<file path="src/rtl/flag_unit_pkg.sv">
// Shared constants for the condition-flag producer: op_class codes and PSR bit positions.
package flag_unit_pkg;

    typedef enum logic [2:0] {
        OP_NONE = 3'd0,
        OP_ADD  = 3'd1,
        OP_ADDC = 3'd2,
        OP_SUB  = 3'd3,
        OP_SUBC = 3'd4,
        OP_CMP  = 3'd5,
        OP_LPR  = 3'd6,
        OP_EDI  = 3'd7
    } op_class_t;

    localparam int unsigned PSR_C = 0;
    localparam int unsigned PSR_L = 2;
    localparam int unsigned PSR_F = 5;
    localparam int unsigned PSR_Z = 6;
    localparam int unsigned PSR_N = 7;
    localparam int unsigned PSR_E = 9;

endpackage

</file>
<file path="src/rtl/flag_unit_if.sv">
// Execute-stage <-> flag unit bundle: op/irq controls in, registered flags and PSR out.
interface flag_unit_if
    import flag_unit_pkg::*;
#(
    parameter int unsigned WIDTH = 16
);
    logic             stall;
    logic             op_valid;
    op_class_t        op_class;
    logic [WIDTH-1:0] a;
    logic [WIDTH-1:0] b;
    logic             irq_entry;
    logic             irq_return;
    logic             C;
    logic             L;
    logic             F;
    logic             N;
    logic             Z;
    logic             E;
    logic [WIDTH-1:0] psr;

    modport master (
        output stall, op_valid, op_class, a, b, irq_entry, irq_return,
        input  C, L, F, N, Z, E, psr
    );

    modport slave (
        input  stall, op_valid, op_class, a, b, irq_entry, irq_return,
        output C, L, F, N, Z, E, psr
    );
endinterface

</file>
<file path="src/rtl/flag_unit_calc.sv">
// Combinational next-PSR computation for one flag operation; shared by the
// registered path and the forwarding path of flag_unit.
module flag_calc
    import flag_unit_pkg::*;
#(
    parameter int unsigned     WIDTH    = 16,
    parameter logic [WIDTH-1:0] PSR_MASK = 16'h02E5
) (
    input  op_class_t        op_class,
    input  logic [WIDTH-1:0] a,
    input  logic [WIDTH-1:0] b,
    input  logic [WIDTH-1:0] cur,
    output logic [WIDTH-1:0] nxt
);
    logic       cin;
    logic [1:0] add_top;
    logic [1:0] sub_top;

    // Only the carry/borrow bit and the result sign matter, so the
    // WIDTH+1-bit result is shifted down to its top two bits.
    always_comb begin
        nxt     = cur;
        cin     = 1'b0;
        add_top = '0;
        sub_top = '0;
        case (op_class)
            OP_ADD, OP_ADDC: begin
                cin        = (op_class == OP_ADDC) && cur[PSR_C];
                add_top    = 2'(({1'b0, a} + {1'b0, b} + {{WIDTH{1'b0}}, cin}) >> (WIDTH - 1));
                nxt[PSR_C] = add_top[1];
                nxt[PSR_F] = (a[WIDTH-1] == b[WIDTH-1]) && (add_top[0] != a[WIDTH-1]);
            end
            OP_SUB, OP_SUBC: begin
                cin        = (op_class == OP_SUBC) && cur[PSR_C];
                sub_top    = 2'(({1'b0, a} - {1'b0, b} - {{WIDTH{1'b0}}, cin}) >> (WIDTH - 1));
                nxt[PSR_C] = sub_top[1];
                nxt[PSR_F] = (a[WIDTH-1] != b[WIDTH-1]) && (sub_top[0] != a[WIDTH-1]);
            end
            OP_CMP: begin
                nxt[PSR_Z] = (a == b);
                nxt[PSR_L] = (b > a);
                nxt[PSR_N] = ($signed(b) > $signed(a));
            end
            OP_LPR:  nxt = a & PSR_MASK;
            OP_EDI:  nxt[PSR_E] = b[0];
            default: ;
        endcase
    end
endmodule

</file>
<file path="src/rtl/flag_unit.sv">
// Processor status register with interrupt shadow and flag outputs.
// Define FLAG_FWD_EN to drive the flags from the PSR next-state (zero latency).
module flag_unit
    import flag_unit_pkg::*;
#(
    parameter int unsigned      WIDTH    = 16,
    parameter logic [WIDTH-1:0] PSR_MASK = 16'h02E5
) (
    input  logic       clk,
    input  logic       reset,
    flag_unit_if.slave bus
);
    logic [WIDTH-1:0] psr_q;
    logic [WIDTH-1:0] shadow_q;
    logic [WIDTH-1:0] psr_op;
    logic [WIDTH-1:0] psr_d;
    logic [WIDTH-1:0] shadow_d;

    flag_calc #(
        .WIDTH    (WIDTH),
        .PSR_MASK (PSR_MASK)
    ) u_calc (
        .op_class (bus.op_class),
        .a        (bus.a),
        .b        (bus.b),
        .cur      (psr_q),
        .nxt      (psr_op)
    );

    // irq_return outranks irq_entry so a coincident pair never rewrites the shadow.
    always_comb begin
        psr_d    = psr_q;
        shadow_d = shadow_q;
        if (!bus.stall) begin
            if (bus.irq_return) begin
                psr_d = shadow_q;
            end else if (bus.irq_entry) begin
                shadow_d     = psr_q;
                psr_d[PSR_E] = 1'b0;
            end else if (bus.op_valid) begin
                psr_d = psr_op;
            end
        end
    end

    always_ff @(posedge clk or posedge reset) begin
        if (reset) begin
            psr_q    <= '0;
            shadow_q <= '0;
        end else begin
            psr_q    <= psr_d;
            shadow_q <= shadow_d;
        end
    end

    assign bus.psr = psr_q;

`ifdef FLAG_FWD_EN
    // Forwarded flags must still read 0 while reset is held.
    always_comb begin
        bus.C = !reset && psr_d[PSR_C];
        bus.L = !reset && psr_d[PSR_L];
        bus.F = !reset && psr_d[PSR_F];
        bus.N = !reset && psr_d[PSR_N];
        bus.Z = !reset && psr_d[PSR_Z];
        bus.E = !reset && psr_d[PSR_E];
    end
`else
    assign bus.C = psr_q[PSR_C];
    assign bus.L = psr_q[PSR_L];
    assign bus.F = psr_q[PSR_F];
    assign bus.N = psr_q[PSR_N];
    assign bus.Z = psr_q[PSR_Z];
    assign bus.E = psr_q[PSR_E];
`endif
endmodule

</file>
<file path="src/flat_wrapper.sv">
// flat-port wrapper written by rule: the top's interface ports become plain ports
module flag_unit_flat import flag_unit_pkg::*;
#(
    parameter int unsigned      WIDTH    = 16,
    parameter logic [WIDTH-1:0] PSR_MASK = 16'h02E5
)
  (clk, reset, bus_stall, bus_op_valid, bus_op_class, bus_a, bus_b, bus_irq_entry, bus_irq_return, bus_C, bus_L, bus_F, bus_N, bus_Z, bus_E, bus_psr);
  flag_unit_if #(.WIDTH(WIDTH)) bus_i ();
  input  logic clk;
  input  logic reset;
  input wire logic [$bits(bus_i.stall)-1:0] bus_stall;
  input wire logic [$bits(bus_i.op_valid)-1:0] bus_op_valid;
  input wire logic [$bits(bus_i.op_class)-1:0] bus_op_class;
  input wire logic [$bits(bus_i.a)-1:0] bus_a;
  input wire logic [$bits(bus_i.b)-1:0] bus_b;
  input wire logic [$bits(bus_i.irq_entry)-1:0] bus_irq_entry;
  input wire logic [$bits(bus_i.irq_return)-1:0] bus_irq_return;
  output wire logic [$bits(bus_i.C)-1:0] bus_C;
  output wire logic [$bits(bus_i.L)-1:0] bus_L;
  output wire logic [$bits(bus_i.F)-1:0] bus_F;
  output wire logic [$bits(bus_i.N)-1:0] bus_N;
  output wire logic [$bits(bus_i.Z)-1:0] bus_Z;
  output wire logic [$bits(bus_i.E)-1:0] bus_E;
  output wire logic [$bits(bus_i.psr)-1:0] bus_psr;
  assign bus_i.stall = bus_stall;
  assign bus_i.op_valid = bus_op_valid;
  assign bus_i.op_class = bus_op_class;
  assign bus_i.a = bus_a;
  assign bus_i.b = bus_b;
  assign bus_i.irq_entry = bus_irq_entry;
  assign bus_i.irq_return = bus_irq_return;
  assign bus_C = bus_i.C;
  assign bus_L = bus_i.L;
  assign bus_F = bus_i.F;
  assign bus_N = bus_i.N;
  assign bus_Z = bus_i.Z;
  assign bus_E = bus_i.E;
  assign bus_psr = bus_i.psr;
  flag_unit #(.WIDTH(WIDTH), .PSR_MASK(PSR_MASK)) u_core (.clk(clk), .reset(reset), .bus(bus_i));
endmodule
</file>
<file path="config.mk">
export PLATFORM = sky130hd
export DESIGN_NAME = flag_unit_flat
export DESIGN_NICKNAME = d
export VERILOG_FILES = /design/src/rtl/flag_unit_pkg.sv /design/src/rtl/flag_unit_if.sv /design/src/rtl/flag_unit_calc.sv /design/src/rtl/flag_unit.sv /design/src/flat_wrapper.sv
export SDC_FILE = /design/constraint.sdc
export NUM_CORES = 1
export LEC_CHECK = 0
export BUFFER_PORTS_ARGS = -buffer_cell sky130_fd_sc_hd__buf_2
export CAP_MARGIN = 25
export CORE_ASPECT_RATIO = 1.2
export CORE_MARGIN = 5
export CORE_UTILIZATION = 56
export DETAILED_ROUTE_END_ITERATION = 16
export PLACE_DENSITY = 0.8
export SYNTH_ARGS = -nofsm -noshare
export SYNTH_HDL_FRONTEND = slang
export SYNTH_SLANG_ARGS = --single-unit
</file>
<file path="constraint.sdc">
create_clock -name clk -period 2.9 [get_ports clk]
set_input_delay 0 -clock clk [delete_from_list [all_inputs] [get_ports clk]]
set_output_delay 0 -clock clk [all_outputs]
set_load 0.02 [all_outputs]
</file>
# Yosys cells after proc, flatten, opt, wreduce, memory -nomap -nowiden
# Index checks and enable logic that the tools add are counted.
[totals] ram_bits=0 rom_bits=0 register_bits=32 in_bits=41 latch_bits=0 memories=0 word_cells=56 out_inout_bits=22
[op_classes] n_eq_ne=13 n_shift=0 n_reduce_logical=17 n_mux=13 n_mul=0 bitwise=2 div=0 magnitude_cmp=2 addsub=4
[op_table] cell="$gt A16 B16 Y1" count=2
[op_table] cell="$mux W16" count=2
[op_table] cell="$add A16 B16 Y17" count=1
[op_table] cell="$add A17 B1 Y17" count=1
[op_table] cell="$sub A16 B16 Y17" count=1
[op_table] cell="$sub A17 B1 Y17" count=1
[op_table] cell="$eq A16 B16 Y1" count=1
[op_table] cell="$eq A3 B3 Y1 const B" count=4
[op_table] cell="$mux W6" count=2
[op_table] cell="$reduce_and A4 Y1" count=3
[op_table] cell="$mux W9" count=1
[op_table] cell="$reduce_bool A4 Y1" count=2
[op_table] cell="$eq A3 B2 Y1 const B" count=2
[op_table] cell="$pmux W1 S3" count=2
[op_table] cell="$reduce_and A3 Y1" count=2
[op_table] cell="$reduce_bool A3 Y1" count=2
[op_table] cell="$logic_and A1 B1 Y1" count=4
[op_table] cell="$pmux W1 S2" count=2
[op_table] cell="$pmux W2 S2" count=1
[op_table] cell="$reduce_bool A2 Y1" count=2
[op_table] cell="$reduce_or A2 Y1" count=2
[op_table] cell="$eq A3 B1 Y1 const B" count=1
[op_table] cell="$ne A1 B1 Y1" count=3
[op_table] cell="$mux W1" count=2
[op_table] cell="other kinds (4)" count=5

# Logic depth before layout (Yosys ltp)
[logic_depth] word_depth=9 mapped_depth=12 mapped_depth_nobuf=11

# Cells and area by module
# A second synthesis with hierarchy kept.
[hier_totals] hier_cells=348 hier_area_um2=3319.4
[modules_own_cells] mod="flag_calc" instances=1 cells_each=250 seq_area_each_um2=0.0 area_each_um2=1783.0
[modules_own_cells] mod="flag_unit" instances=1 cells_each=98 seq_area_each_um2=800.8 area_each_um2=1536.5

# Worst setup path after synthesis
# OpenSTA, ideal clock, no wires.
[synth_path] kind="register to register" from="register u_core.psr_q[0], in the netlist u_core.bus.psr[0]" to="register u_core.psr_q[0], in the netlist u_core.bus.psr[0]" period_less_slack_ns=2.246 setup_time_ns=0.065 slack_ns=0.654 t_required_ns=2.835 path_buffers=0 path_stages_with_launch=11 arrival_ns=2.181 path_cell_list="dfrtp_1 -> nand2_1 -> ha_1 -> a21o_1 -> ha_1 -> nand2_1 -> a31oi_1 -> o211ai_2 -> a31oi_1 -> mux2_2 -> nand2_1"
[synth_via] elab_chain_len=6 elab_cells_between_ends=8 classes_between="2 x add/sub; 4 x mux; 2 x reduce/logical"
[synth_rtl] item="start: declaration" line="flag_unit.sv:13" rtl="logic [WIDTH-1:0] psr_q;"
[synth_rtl] item="start signal: assignment" line="flag_unit.sv:51" rtl="psr_q <= psr_d;"
[synth_rtl] item="$logic_and A1 B1 Y1 (on tied branches)" line="flag_unit_calc.sv:34, flag_unit_calc.sv:28"
[synth_rtl] item="$sub A17 B1 Y17 or $add A17 B1 Y17 (tied branches)" line="flag_unit_calc.sv:35, flag_unit_calc.sv:29"
[synth_rtl] item="$pmux W1 S3 (*)" line="flag_unit_calc.sv:26" rtl="case (op_class)"
[synth_rtl] item="$mux W16 (*)" line="flag_unit.sv:40" rtl="end else if (bus.op_valid) begin"
[synth_rtl] item="$mux W9 (*)" line="flag_unit.sv:37" rtl="end else if (bus.irq_entry) begin"
[synth_rtl] item="$mux W16 (*)" line="flag_unit.sv:35" rtl="if (bus.irq_return) begin"
# Every way passes the cells marked *; elsewhere a longest branch is shown, timed or not. The select of a mux whose other input is x is not followed.
# A chain may end at the register's enable or synchronous reset.

# Worst setup path after layout
# Same ends and word-level chain as after synthesis.

==> Implementation_results.wiki <==
{| class="wikitable"
! Metric !! Value
|-
| Run status || completed
|-
| Amount of wire on met2 after detailed routing || 3430 um
|-
| Library cell with the largest summed area after synthesis || dfrtp_1
|-
| Post-synthesis average cell area || 9.44 um^2
|-
| Worst EP required || 3120 ps
|-
| Highest Clock Rate || 425 MHz
|-
| Cells after synthesis || 323
|-
| Layout net count || 485
|-
| Post-CTS clock slew at the launch and capture registers of the worst setup and hold paths || 60 ps
|-
| Routed vias/inst || 5.70
|-
| Clock tree from TritonCTS || yes
|-
| Total net switching power || 0.503 mW
|-
| Initial DRC count || 150
|-
| Part of the total power dissipated in combinational logic || 37.6%
|-
| Ys async rst share || 100%
|-
| Routed wl met3 || 344 um
|-
| Final worst-path cycle share || 81.1%
|-
| Worst hold endpoint || u_core.bus.psr[9]$_DFFE_PP0P_
|-
| Routability Congestion || 0.897
|-
| Maximum number of pins on one net before global-route repair || 19
|-
| CP startpoint kind || flop
|-
| Worst flop-to-flop path startpoint || u_core.bus.psr[0]$_DFFE_PP0P_
|-
| Reg-to-reg slack, setup || 550 ps
|-
| Clock power frac || 22.5%
|-
| Capture instance of the worst register-to-register path || u_core.bus.psr[0]$_DFFE_PP0P_
|-
| Count of pins over their slew limit || 0
|-
| Top cell type's share of synthesized area || 26.3%
|-
| Hold Path Origin || bus_stall
|-
| Switching share of power || 36.3%
|-
| H-tree depth || 2
|-
| Classification of the worst-slack hold path || in2reg
|-
| Area of the core region || 0.00530 mm^2
|-
| Fill cell count || 437
|-
| Placed instance count || 437
|-
| Total nets after synthesis || 425
|-
| IO Count || 63
|-
| Most common flop cell mapped by yosys || dfrtp_1
|-
| Via count || 2,538
|-
| Summed instance area of the synthesized netlist || 0.00305 mm^2
|-
| Antenna-violating nets left || 0
|-
| CTS Buffer Depth || 2
|-
| Worst IR Drop VDD || 0.000224 V
|-
| Remaining design rule violation count || 0
|-
| Global-route wire length before repair || 11,700 um
|-
| Antenna cells || 0
|-
| Port bufs || 62
|-
| Remaining global-route overflow || 0
|-
| Ys Warns || 0
|-
| Number of standard cells in the final layout excluding fillers || 445
|-
| Cells resized by post-CTS repair || 0
|-
| Start point of the critical path || u_core.bus.psr[0]$_DFFE_PP0P_
|-
| Starting utilization of the core area || 57.5%
|-
| RSZ-0062 raised after global routing || false
|-
| Cell types occupying the most area after synthesis || dfrtp_1 (26%), ha_1 (25%), mux2_2 (6.7%)
|-
| Hold path depth || 3
|-
| Die boundary height || 90.8 um
|-
| Total setup violations reported at the end of the flow || 0
|-
| Hold violation count in the final report || 0
|-
| Worst skew pair latency || 270 ps
|-
| Metal1 wirelength || 2760 um
|-
| Count of state elements after synthesis || 32
|-
| Via count of the first global-routing pass || 2,608
|-
| Total of max-cap violations || 0
|-
| CTS root buf || clkbuf_8
|-
| TritonCTS buffer count || 5
|-
| Data arrival time at the worst-slack endpoint || 2570 ps
|-
| Detailed-placement wirelength estimate || 5620 um
|-
| Number of setup buffers added after CTS || 0
|-
| Area overhead of the layout relative to synthesis || 13.5%
|-
| Worst clock skew || 5.34 ps
|-
| Kind of end point of the critical path || flop
|-
| DR pass1 iterations || 4
|-
| Fraction of power consumed by sequential logic || 39.9%
|-
| Antenna violations before repair || 0
|-
| Util after Layout || 65.3%
|-
| Synth unique cells || 61
|-
| Internal power contribution || 0.881 mW
|-
| Number of clock sinks seen by CTS || 32
|-
| Number of enable flip-flop cells after synthesis || 0
|-
| Hold-fix buffers, CTS || 1
|-
| Total Neg Setup Slack || 0 ps
|-
| Final routed wirelength across all metal layers || 6670 um
|-
| All-layer global routing usage || 19.8%
|-
| Crit path max fanout || 8
|-
| Number of placement rows || 29
|-
| Floorplan die area || 0.00702 mm^2
|-
| Min Tclk post-route || 2350 ps
|-
| Worst relative slew slack || 49.4%
|-
| Layout cells sized above 1 || 28.5%
|-
| Overall die width || 77.3 um
|-
| Slew @ Worst Pin || 756 ps
|-
| Worst Reg-to-Reg Cells || 10
|-
| Routed WL per cell || 15.0 um
|-
| Crit Path Class || reg2reg
|-
| Post-place setup slack || 568 ps
|-
| Total leakage power || 1.82 nW
|-
| Proportion of synthesized chip area in sequential cells || 26.3%
|-
| Top layer reached by signal wires || met4
|-
| Slack of the critical path || 547 ps
|-
| Ratio of total power to cell area || 400 mW/mm^2
|}
-- worst max-delay path, stage by stage (launching register included) --
cell and delay [ps]:
dfrtp_1 490, nand2_1 100, ha_1 280, a21o_1 160
ha_1 260, nand2_1 50, a31oi_1 210, o211ai_2 140
a31oi_1 200, mux2_2 360, nand2_1 60
-- metrics by stage --
stage          total power [mW]  cell area [um^2]  hold WS, ps
2_1_floorplan             0.940              3050          116
3_3_place_gp               1.06              3370         66.7
3_5_place_dp               1.08              3370         70.2
4_1_cts                    1.39              3460          122
5_1_grt                    1.48              3460          145
6_report                   1.38              3460          126
-- Yosys cell counts (all sizes together), types with 6 or more instances --
master	count
inv	55
ha	61
nand2	12
dfrtp	32
mux2	18
nor2	14
nand3	9
buf	10
nor2b	6
a22o	10
a21oi	19
o21ai	8
nor3	8
-- power groups by stage --
| stage | combinational, mW | sequential (mW) | clock, mW |
|---|---|---|---|
| 2_1_floorplan | 0.365 | 0.575 | 0 |
| 3_3_place_gp | 0.510 | 0.554 | 0 |
| 3_5_place_dp | 0.521 | 0.559 | 0 |
| 4_1_cts | 0.526 | 0.552 | 0.314 |
| 5_1_grt | 0.584 | 0.562 | 0.337 |
| 6_report | 0.520 | 0.553 | 0.311 |
-- routing by layer --
metal / track usage [%] / vias to the layer above
li1: - / 1249
met1: 23.8 / 1211
met2: 35.2 / 64
met3: 3.39 / 14
met4: 6.59 / 0
met5: 0 / -
-- flip-flops by register name, summed over array words and instances (netlist names) --
register         flops
u_core.bus.psr      16
u_core.shadow_q     16
-- cells in the final DEF, fill, tap and decap left out, drive strengths merged, types with 8 or more instances in the layout --
cell type,count
ha,61
nand3,9
nor3,8
dfrtp,32
mux2,18
a21oi,19
o21ai,8
a22o,10
buf,64
nand2,12
nor2,14
inv,55
-- kinds of logic (layout without fill, tap and decap cells) --
family / count (synthesis) / in the layout / share of synthesized area (%)
buf+inv: 67 / 127 / 9.36
mux: 19 / 19 / 6.98
simple gates: 65 / 65 / 12.2
flops: 32 / 32 / 26.3
xor+xnor: 3 / 3 / 0.862
fa+ha+maj: 61 / 61 / 25.0
compound gates: 76 / 76 / 19.3
-- worst max-delay path by stage --
stage | to | cells after the start | slack [ps]
4_1_cts | u_core.bus.psr[0]$_DFFE_PP0P_ | 10 | 550
2_1_floorplan | u_core.bus.psr[0]$_DFFE_PP0P_ | 10 | 650
6_report | u_core.bus.psr[0]$_DFFE_PP0P_ | 10 | 550
5_1_grt | u_core.bus.psr[0]$_DFFE_PP0P_ | 10 | 370
3_3_place_gp | u_core.bus.psr[0]$_DFFE_PP0P_ | 12 | 670
3_5_place_dp | u_core.bus.psr[0]$_DFFE_PP0P_ | 12 | 570
-- final cells by class --
cell class / count / area (um^2) / area share, %
multi-input cells: 224 / 1960 / 56.7
flip-flops and latches: 32 / 801 / 23.1
inverters: 55 / 206 / 5.97
clock buffers: 6 / 72.6 / 2.10
repair buffers: 65 / 335 / 9.69
well taps: 62 / 77.6 / 2.24
clock inverters: 1 / 5.00 / 0.145
Note: power is estimated with default switching activity, not from simulation.
